$ cat src/rtl/systolic_array_controller.sv
// systolic_array_controller: sequences one weight-stationary systolic-array job (clear, load weights, stream, drain, done)
// Ports:
//   CLK, ASYNC_RST        clock (rising edge), asynchronous active-low reset
//   START, NUM_VECTORS    job request and vector count, accepted only in IDLE
//   STALL, ABORT          freeze sequencing / cancel current job (ABORT wins)
//   BUSY, DONE            job in flight / one-cycle completion pulse
//   PE_SYNC_RST, PE_LOAD  broadcast PE clear and weight-load strobes
//   W_ROW_ADDR            weight-buffer row being loaded
//   PE_EN, IN_VALID       broadcast PE enable; input buffer read valid
//   IN_ADDR               input-vector index
//   OUT_VALID, OUT_ADDR   bottom-row (column 0) result valid and its vector index
module systolic_array_controller #(
    parameter int ROWS      = 4,
    parameter int COLS      = 4,
    parameter int VEC_WIDTH = 16
) (
    input  logic                     CLK,
    input  logic                     ASYNC_RST,
    input  logic                     START,
    input  logic [VEC_WIDTH-1:0]     NUM_VECTORS,
    input  logic                     STALL,
    input  logic                     ABORT,
    output logic                     BUSY,
    output logic                     DONE,
    output logic                     PE_SYNC_RST,
    output logic                     PE_LOAD,
    output logic [$clog2(ROWS)-1:0]  W_ROW_ADDR,
    output logic                     PE_EN,
    output logic                     IN_VALID,
    output logic [VEC_WIDTH-1:0]     IN_ADDR,
    output logic                     OUT_VALID,
    output logic [VEC_WIDTH-1:0]     OUT_ADDR
);
    localparam int RW = $clog2(ROWS);
    localparam int TW = VEC_WIDTH + 1;

    typedef enum logic [2:0] {S_IDLE, S_CLEAR, S_LOAD, S_COMPUTE, S_DRAIN, S_DONE} state_t;

    state_t               state, state_nxt;
    logic [RW-1:0]        w_cnt;
    logic [VEC_WIDTH-1:0] n_reg;
    // t counts unstalled COMPUTE+DRAIN cycles; the extra bit keeps N+ROWS+COLS-2 from wrapping
    logic [TW-1:0]        t;
    logic [TW-1:0]        n_ext;
    logic                 go, streaming, out_win, accept;

    always_comb begin
        n_ext     = {1'b0, n_reg};
        go        = !STALL;
        accept    = START && (NUM_VECTORS != '0) && !ABORT;
        streaming = (state == S_COMPUTE) || (state == S_DRAIN);
        // bottom row sees vector k at t = k + ROWS
        out_win   = streaming && (t >= TW'(ROWS)) && (t <= n_ext + TW'(ROWS - 1));
        state_nxt = state;
        case (state)
            S_IDLE:    state_nxt = accept ? S_CLEAR : S_IDLE;
            S_CLEAR:   state_nxt = S_LOAD;
            S_LOAD:    state_nxt = (go && w_cnt == RW'(ROWS - 1)) ? S_COMPUTE : S_LOAD;
            S_COMPUTE: state_nxt = (go && t == n_ext - TW'(1)) ? S_DRAIN : S_COMPUTE;
            S_DRAIN:   state_nxt = (go && t == n_ext + TW'(ROWS + COLS - 2)) ? S_DONE : S_DRAIN;
            S_DONE:    state_nxt = S_IDLE;
            default:   state_nxt = S_IDLE;
        endcase
        if (ABORT && state != S_IDLE)
            state_nxt = S_IDLE;
        BUSY        = state != S_IDLE;
        DONE        = state == S_DONE;
        PE_SYNC_RST = state == S_CLEAR;
        PE_LOAD     = (state == S_LOAD) && go;
        W_ROW_ADDR  = (state == S_LOAD) ? w_cnt : '0;
        PE_EN       = streaming && go;
        IN_VALID    = (state == S_COMPUTE) && go;
        IN_ADDR     = (state == S_COMPUTE) ? t[VEC_WIDTH-1:0] : '0;
        OUT_VALID   = out_win && go;
        OUT_ADDR    = out_win ? VEC_WIDTH'(t - TW'(ROWS)) : '0;
    end

    always_ff @(posedge CLK or negedge ASYNC_RST) begin
        if (!ASYNC_RST) begin
            state <= S_IDLE;
            w_cnt <= '0;
            n_reg <= '0;
            t     <= '0;
        end else begin
            state <= state_nxt;
            if (state == S_IDLE) begin
                w_cnt <= '0;
                t     <= '0;
                n_reg <= accept ? NUM_VECTORS : '0;
            end
            if (state == S_LOAD && go)
                w_cnt <= w_cnt + RW'(1);
            if (streaming && go)
                t <= t + TW'(1);
        end
    end
endmodule
$ cat config.mk
export PLATFORM = sky130hd
export DESIGN_NAME = systolic_array_controller
export DESIGN_NICKNAME = d
export VERILOG_FILES = /design/src/rtl/systolic_array_controller.sv
export SDC_FILE = /design/constraint.sdc
export NUM_CORES = 1
export LEC_CHECK = 0
export CORE_MARGIN = 2
export CORE_UTILIZATION = 55
export DETAILED_ROUTE_END_ITERATION = 12
export PLACE_DENSITY = 0.81
export SETUP_SLACK_MARGIN = 0.5
export SYNTH_ARGS = -nofsm -noshare
export SYNTH_HDL_FRONTEND = slang
export SYNTH_SLANG_ARGS = --single-unit
export TNS_END_PERCENT = 5
$ cat constraint.sdc
create_clock -name CLK -period 4.4 [get_ports CLK]
set_input_delay 0.44 -clock CLK [delete_from_list [all_inputs] [get_ports CLK]]
set_output_delay 0.44 -clock CLK [all_outputs]
set_load 0.1 [all_outputs]
# Word-level counts from Yosys, hierarchy flattened
# Index checks and enable logic that the tools add are counted.
dict set report word_totals {
  register_bits 38
  output_inout_bits 41
}
dict set report op_classes {
  n_reduce_logical 20
  n_lt_le_gt_ge 2
  eq_ne 8
  n_mux 14
  n_addsub 6
}
# operator n
set op_table {}
lappend op_table {{$mux W16} 3}
lappend op_table {{$eq A17 B17 Y1} 2}
lappend op_table {{$mux W17} 2}
lappend op_table {{$add A16 B2 Y17 const B} 1}
lappend op_table {{$add A16 B3 Y17 const B} 1}
lappend op_table {{$add A17 B1 Y17 const B} 1}
lappend op_table {{$ge A17 B3 Y1 const B} 1}
lappend op_table {{$le A17 B17 Y1} 1}
lappend op_table {{$sub A16 B1 Y17 const B} 1}
lappend op_table {{$reduce_bool A16 Y1} 1}
lappend op_table {{$sub A16 B3 Y16 const B} 1}
lappend op_table {{$pmux W3 S5} 1}
lappend op_table {{$logic_and A1 B1 Y1} 12}
lappend op_table {{$eq A3 B2 Y1 const B} 2}
lappend op_table {{$eq A3 B3 Y1 const B} 2}
lappend op_table {{$mux W2} 3}
lappend op_table {{$mux W3} 2}
lappend op_table {{$reduce_bool A2 Y1} 2}
lappend op_table {{$eq A3 B1 Y1 const B} 1}
lappend op_table {{$logic_not A3 Y1} 1}
lappend op_table {{$mux W1} 3}
lappend op_table {{$reduce_bool A3 Y1} 1}
lappend op_table {{$add A2 B1 Y2 const B} 1}
lappend op_table {{$eq A2 B2 Y1 const B} 1}
lappend op_table {{2 further kinds} 3}

# Logic depth before layout (Yosys ltp)
dict set report logic_depth {
  ltp_word 6
  ltp_mapped 16
  ltp_nobuf 15
}

# Worst setup path before layout
# Ideal clock, no wire load.
dict set report synth_path {
  path_type {register to output}
  from {register n_reg[1]}
  to {output port OUT_ADDR[6]}
  setup_slack_ns -0.238
  arrival_time_ns 4.198
  stages_incl_launch_ff 16
  required_ns 3.960
  n_path_buf 0
  path_cell_list {dfrtp_1 > inv_1 > ha_1 > a21oi_1 > nand3b_1 > nor3_1 > nand3_1 > xor2_1 > ha_1 > a21oi_1 > nor2b_1 > o21ai_0 > nand2b_1 > a2111oi_0 > o21ai_1 > a21oi_1}
}
dict set report synth_via {
  elab_chain_cells 4
}
# item line_no
set synth_rtl {}
lappend synth_rtl {{start: declaration} 41} ;# logic [VEC_WIDTH-1:0] n_reg;
lappend synth_rtl {{start signal: assignment} 89} ;# n_reg <= accept ? NUM_VECTORS : '0;
lappend synth_rtl {{$add A16 B2 Y17} 53} ;# out_win = streaming && (t >= TW'(ROWS)) && (t <= n_ext + TW'(ROWS - 1));
lappend synth_rtl {{$le A17 B17 Y1} 53}
lappend synth_rtl {{$logic_and A1 B1 Y1} 53}
lappend synth_rtl {{$mux W16} 75} ;# OUT_ADDR = out_win ? VEC_WIDTH'(t - TW'(ROWS)) : '0;
lappend synth_rtl {{end: declaration} 32} ;# output logic [VEC_WIDTH-1:0] OUT_ADDR
# No other way between the ends.

# Final worst setup path
dict set report layout_path {
  from {register n_reg[1]}
  to {output port OUT_ADDR[10]}
}
# Same word-level chain as after synthesis.

==> results_tabular.tex <==
\begin{tabular}{lr}
\hline
Metric & Value \\
\hline
\multicolumn{2}{l}{\textbf{Logic synthesis}} \\
Synth Area per Inst & 7.78 um2 \\
Asr flop ratio synth & 100\% \\
Flops \& latches, synth & 38 \\
Primary flip-flop cell chosen by synthesis mapping & sky130\_fd\_sc\_hd\_\_dfrtp\_1 \\
Count of distinct cell types in the synthesized netlist & 66 \\
Mux cell area share after synthesis & 2.25\% \\
Syn Inst Count & 514 \\
Number of nets produced by synthesis & 562 \\
XOR/XNOR share of the synthesized area & 11.0\% \\
Adder-Cell Fraction of Synth Area & 8.45\% \\
Synth warnings & 0 \\
Proportion of synthesized chip area in sequential cells & 23.8\% \\
Post-synthesis share of cell area spent on and, or, nand and nor gates & 31.1\% \\
Compound-Gate Fraction of Synth Area & 17.2\% \\
EDFF count, synth & 0 \\
Combinational family with the most area after synthesis & simple AND/OR/NAND/NOR gates \\
Post-synthesis instance area & 4000 um2 \\
\multicolumn{2}{l}{\textbf{Hold path}} \\
Worst hold path type & input pin to async pin \\
\multicolumn{2}{l}{\textbf{Routing}} \\
Detailed-route DRC error count & 0 \\
Post-DR wirelength/cell & 18.6 um \\
Pre-antenna DRT Iters & 6 \\
DR vias/cell & 6.31 \\
Total via count in the routed design & 4220 \\
DRT Wirelength & 12500 um \\
Drt first-iter violations & 440 \\
Final ANT Viol Nets & 0 \\
\multicolumn{2}{l}{\textbf{Power}} \\
Internal Dissipation & 691 uW \\
Switching power as a share of total power & 40.6\% \\
Net switching power & 471 uW \\
Power density cells & 220 nW/um2 \\
Power share of the clock group & 23.3\% \\
Maximum ir drop on the vdd rail & 0.128 mV \\
Relative contribution of combinational cells to total power & 42.6\% \\
Final Power & 1160 uW \\
Share of power burned in registers & 34.1\% \\
P\_leak & 0.00217 uW \\
\multicolumn{2}{l}{\textbf{Global routing}} \\
Largest net degree at the start of global routing & 39 \\
Antenna violations before repair & 0 \\
Grt total ovfl & 0 \\
Wire length of the first global-routing pass & 20400 um \\
Number of global-route vias before repair & 4061 \\
Total track usage & 33.0\% \\
\multicolumn{2}{l}{\textbf{Clock tree}} \\
Insertion delay of the later-clocked pin in the worst-skew pair & 0.30 ns \\
Number of clock buffers inserted by TritonCTS & 5 \\
Clock tree from TritonCTS & built \\
Number of levels in the clock H-tree & 2 \\
CTS clk-pin slew, worst paths & 0.08 ns \\
Clock root buffer & sky130\_fd\_sc\_hd\_\_clkbuf\_8 \\
Number of sinks handled by clock tree synthesis & 38 \\
Maximum buffer depth of the clock tree & 2 \\
\multicolumn{2}{l}{\textbf{Final layout}} \\
Number of flip-flops in the largest register & 17 \\
Layout Cells excl Fill & 669 \\
Layout cell share with drive strength beyond 1 & 17.2\% \\
Signed area change from the synthesized netlist to the final layout & 32.2\% \\
Final nets & 617 \\
Most common library cell in the layout ignoring fill and taps & sky130\_fd\_sc\_hd\_\_nand2\_1 \\
Most frequent cells in the layout & sky130\_fd\_sc\_hd\_\_nand2\_1, sky130\_fd\_sc\_hd\_\_clkdlybuf4s50\_1, sky130\_fd\_sc\_hd\_\_dfrtp\_1, sky130\_fd\_sc\_hd\_\_xnor2\_1, sky130\_fd\_sc\_hd\_\_nor2\_1 \\
Count of filler cells inserted in the layout & 525 \\
Number of antenna cells inserted & 0 \\
\multicolumn{2}{l}{\textbf{Critical path}} \\
Stages on worst setup path & 16 \\
Startpoint type of the worst setup path & flip-flop \\
CP arrival & 3.58 ns \\
Slowest-stage cell, CP & sky130\_fd\_sc\_hd\_\_dfrtp\_2 \\
Peak fanout along the critical path & 8 \\
WP data required & 3.96 ns \\
CP Cell Sequence & inv\_2 > ha\_1 > a21oi\_2 > nand3b\_1 > buf\_4 > nor2\_1 > nand2\_1 > xor2\_1 > ha\_1 > a21o\_1 > a21o\_1 > a2111oi\_4 > o21ai\_4 > clkbuf\_16 > nor2\_4 > buf\_12 \\
Cell family contributing the most delay on the critical path & compound AO/OA/AOI/OAI gates \\
Number of cells on the worst reg-to-reg path & 9 \\
Critical path start-end classification & flip-flop to output port \\
Worst path max stage delay & 0.43 ns \\
Element type at the critical path end & output port \\
Critical path buffers and inverters & 4 \\
\multicolumn{2}{l}{\textbf{Placement}} \\
Detail Placement HPWL & 8380 um \\
Port Buffers & 61 \\
Cell Count Post-Placement & 647 \\
Final GP Congestion & 0.948 \\
\multicolumn{2}{l}{\textbf{STA}} \\
Final setup violating endpoints & 0 \\
Worst-margin pin slew & 0.992 ns \\
Max Clock Freq & 248 MHz \\
Number of slew-limit violations in the final report & 0 \\
Final Hold Viols & 0 \\
Sum Neg Setup Slack & 0 ns \\
Time the worst path needs with I/O delays and setup & 4.02 ns \\
Worst Skew & 0.00518 ns \\
Fin crit share & 91.5\% \\
Setup repair after global routing missed its margin & true \\
Slew HR & 33.6\% \\
\multicolumn{2}{l}{\textbf{Die}} \\
Horizontal die dimension & 89.3 um \\
Starting Density & 56.0\% \\
Floorplan die height & 89.3 um \\
Num rows & 31 \\
Die area & 7970 um2 \\
I/O pin cnt & 62 \\
Core region area & 7140 um2 \\
\multicolumn{2}{l}{\textbf{Run status}} \\
Status & finished, final reports clean \\
\multicolumn{2}{l}{\textbf{Job}} \\
Total of max-cap violations & 0 \\
\hline
\end{tabular}
-- layout make-up --
type	instances	area [um2]	area share, %
clock inverter	1	5.00	0.0947
clock buffer	7	86.3	1.63
tap	99	124	2.34
inverter	18	67.6	1.28
timing repair buffer	89	1030	19.6
multi-input combinational	417	3020	57.1
sequential	38	953	18.0
-- through the flow --
stage	hold WS [ns]	util (%)	setup slack, ns	area [um2]
final	0.243	74.1	0.375	5290
after global routing	0.326	74.1	0.236	5290
after CTS	0.288	73.6	0.502	5250
after detailed placement	0.506	68.9	0.270	4910
after global placement	0.497	68.9	0.409	4910
after floorplan	0.144	-	0.281	4090
-- metal layers --
metal	share of wire (%)	track usage [%]	up-vias
met3	8.1	5.17	53
met4	4.6	15.7	0
li1	-	-	1941
met2	46	52.7	230
met5	0	0	-
met1	42	43.8	1996
-- logic make-up (layout without fill, tap and decap cells) --
logic type | Yosys count | in the layout
AO/OA/AOI/OAI | 103 | 103
multiplexers | 9 | 9
buffers and inverters | 59 | 115
adder cells (fa/ha/maj) | 27 | 27
XOR/XNOR | 50 | 50
flip-flops | 38 | 38
AND/OR/NAND/NOR | 228 | 228
-- cell usage after synthesis, types with 3 or more instances --
cell type / count / area, um2
sky130_fd_sc_hd__nand2_1: 49 / 184
sky130_fd_sc_hd__nor2_1: 45 / 169
sky130_fd_sc_hd__dfrtp_1: 38 / 951
sky130_fd_sc_hd__xnor2_1: 35 / 307
sky130_fd_sc_hd__o21ai_0: 28 / 140
sky130_fd_sc_hd__ha_1: 27 / 338
sky130_fd_sc_hd__clkbuf_1: 23 / 86.3
sky130_fd_sc_hd__nor3_1: 23 / 115
sky130_fd_sc_hd__a21oi_1: 21 / 105
sky130_fd_sc_hd__nand3_1: 21 / 105
sky130_fd_sc_hd__and2_1: 18 / 113
sky130_fd_sc_hd__inv_1: 18 / 67.6
sky130_fd_sc_hd__nand4_1: 15 / 93.8
sky130_fd_sc_hd__xor2_1: 15 / 131
sky130_fd_sc_hd__a22o_1: 10 / 87.6
sky130_fd_sc_hd__buf_2: 10 / 50.1
sky130_fd_sc_hd__nor4_1: 10 / 62.6
sky130_fd_sc_hd__mux2i_1: 9 / 90.1
sky130_fd_sc_hd__a21o_1: 7 / 52.6
sky130_fd_sc_hd__a31oi_1: 7 / 43.8
sky130_fd_sc_hd__nand2b_1: 7 / 43.8
sky130_fd_sc_hd__nor2b_1: 7 / 43.8
sky130_fd_sc_hd__and3_1: 5 / 31.3
sky130_fd_sc_hd__o211ai_1: 5 / 37.5
sky130_fd_sc_hd__buf_1: 4 / 15.0
sky130_fd_sc_hd__nand3b_1: 4 / 30.0
sky130_fd_sc_hd__buf_4: 3 / 22.5
sky130_fd_sc_hd__nor3b_1: 3 / 22.5
sky130_fd_sc_hd__o31ai_1: 3 / 22.5
sky130_fd_sc_hd__or4_1: 3 / 22.5
-- worst reg2reg max path, delay by kind of cell, from the launching register on --
family / cells / cell delay [ns]
AOI/OAI and AO/OA: 3 / 0.28
and+or+nand+nor: 4 / 1.69
buffers and inverters: 1 / 0.19
DFF: 1 / 0.48
adders and majority gates: 1 / 0.33
-- power by group through the flow --
stage / clock (uW) / sequential, uW / combinational [uW]
final: 270 / 396 / 495
after global routing: 281 / 400 / 535
after CTS: 265 / 395 / 478
after detailed placement: 0 / 403 / 454
after global placement: 0 / 402 / 446
after floorplan: 0 / 386 / 356
-- final timing paths --
| kind | startpoint | endpoint | slack, ns |
|---|---|---|---|
| max | n_reg[1] | OUT_ADDR[10] | 0.38 |
| min | ASYNC_RST | n_reg[4] | 0.24 |
| max reg2reg | n_reg[2] | state[2] | 1.37 |
| min reg2reg | w_cnt[0] | w_cnt[0] | 0.52 |
| max in group asynchronous | ASYNC_RST | n_reg[2] | 3.56 |
| min in group CLK | w_cnt[0] | w_cnt[0] | 0.52 |
-- what timing repair did --
action / CTS / global route
resized for setup: 25 / 10
hold buffers: 0 / 0
setup buffers: 12 / 0
hold endpoints to repair: 0 / 0
cloned: 2 / 0
endpoints found under the setup margin: 17 / 17
pin swaps: 8 / 8
Power figures use the tool's default switching activity.
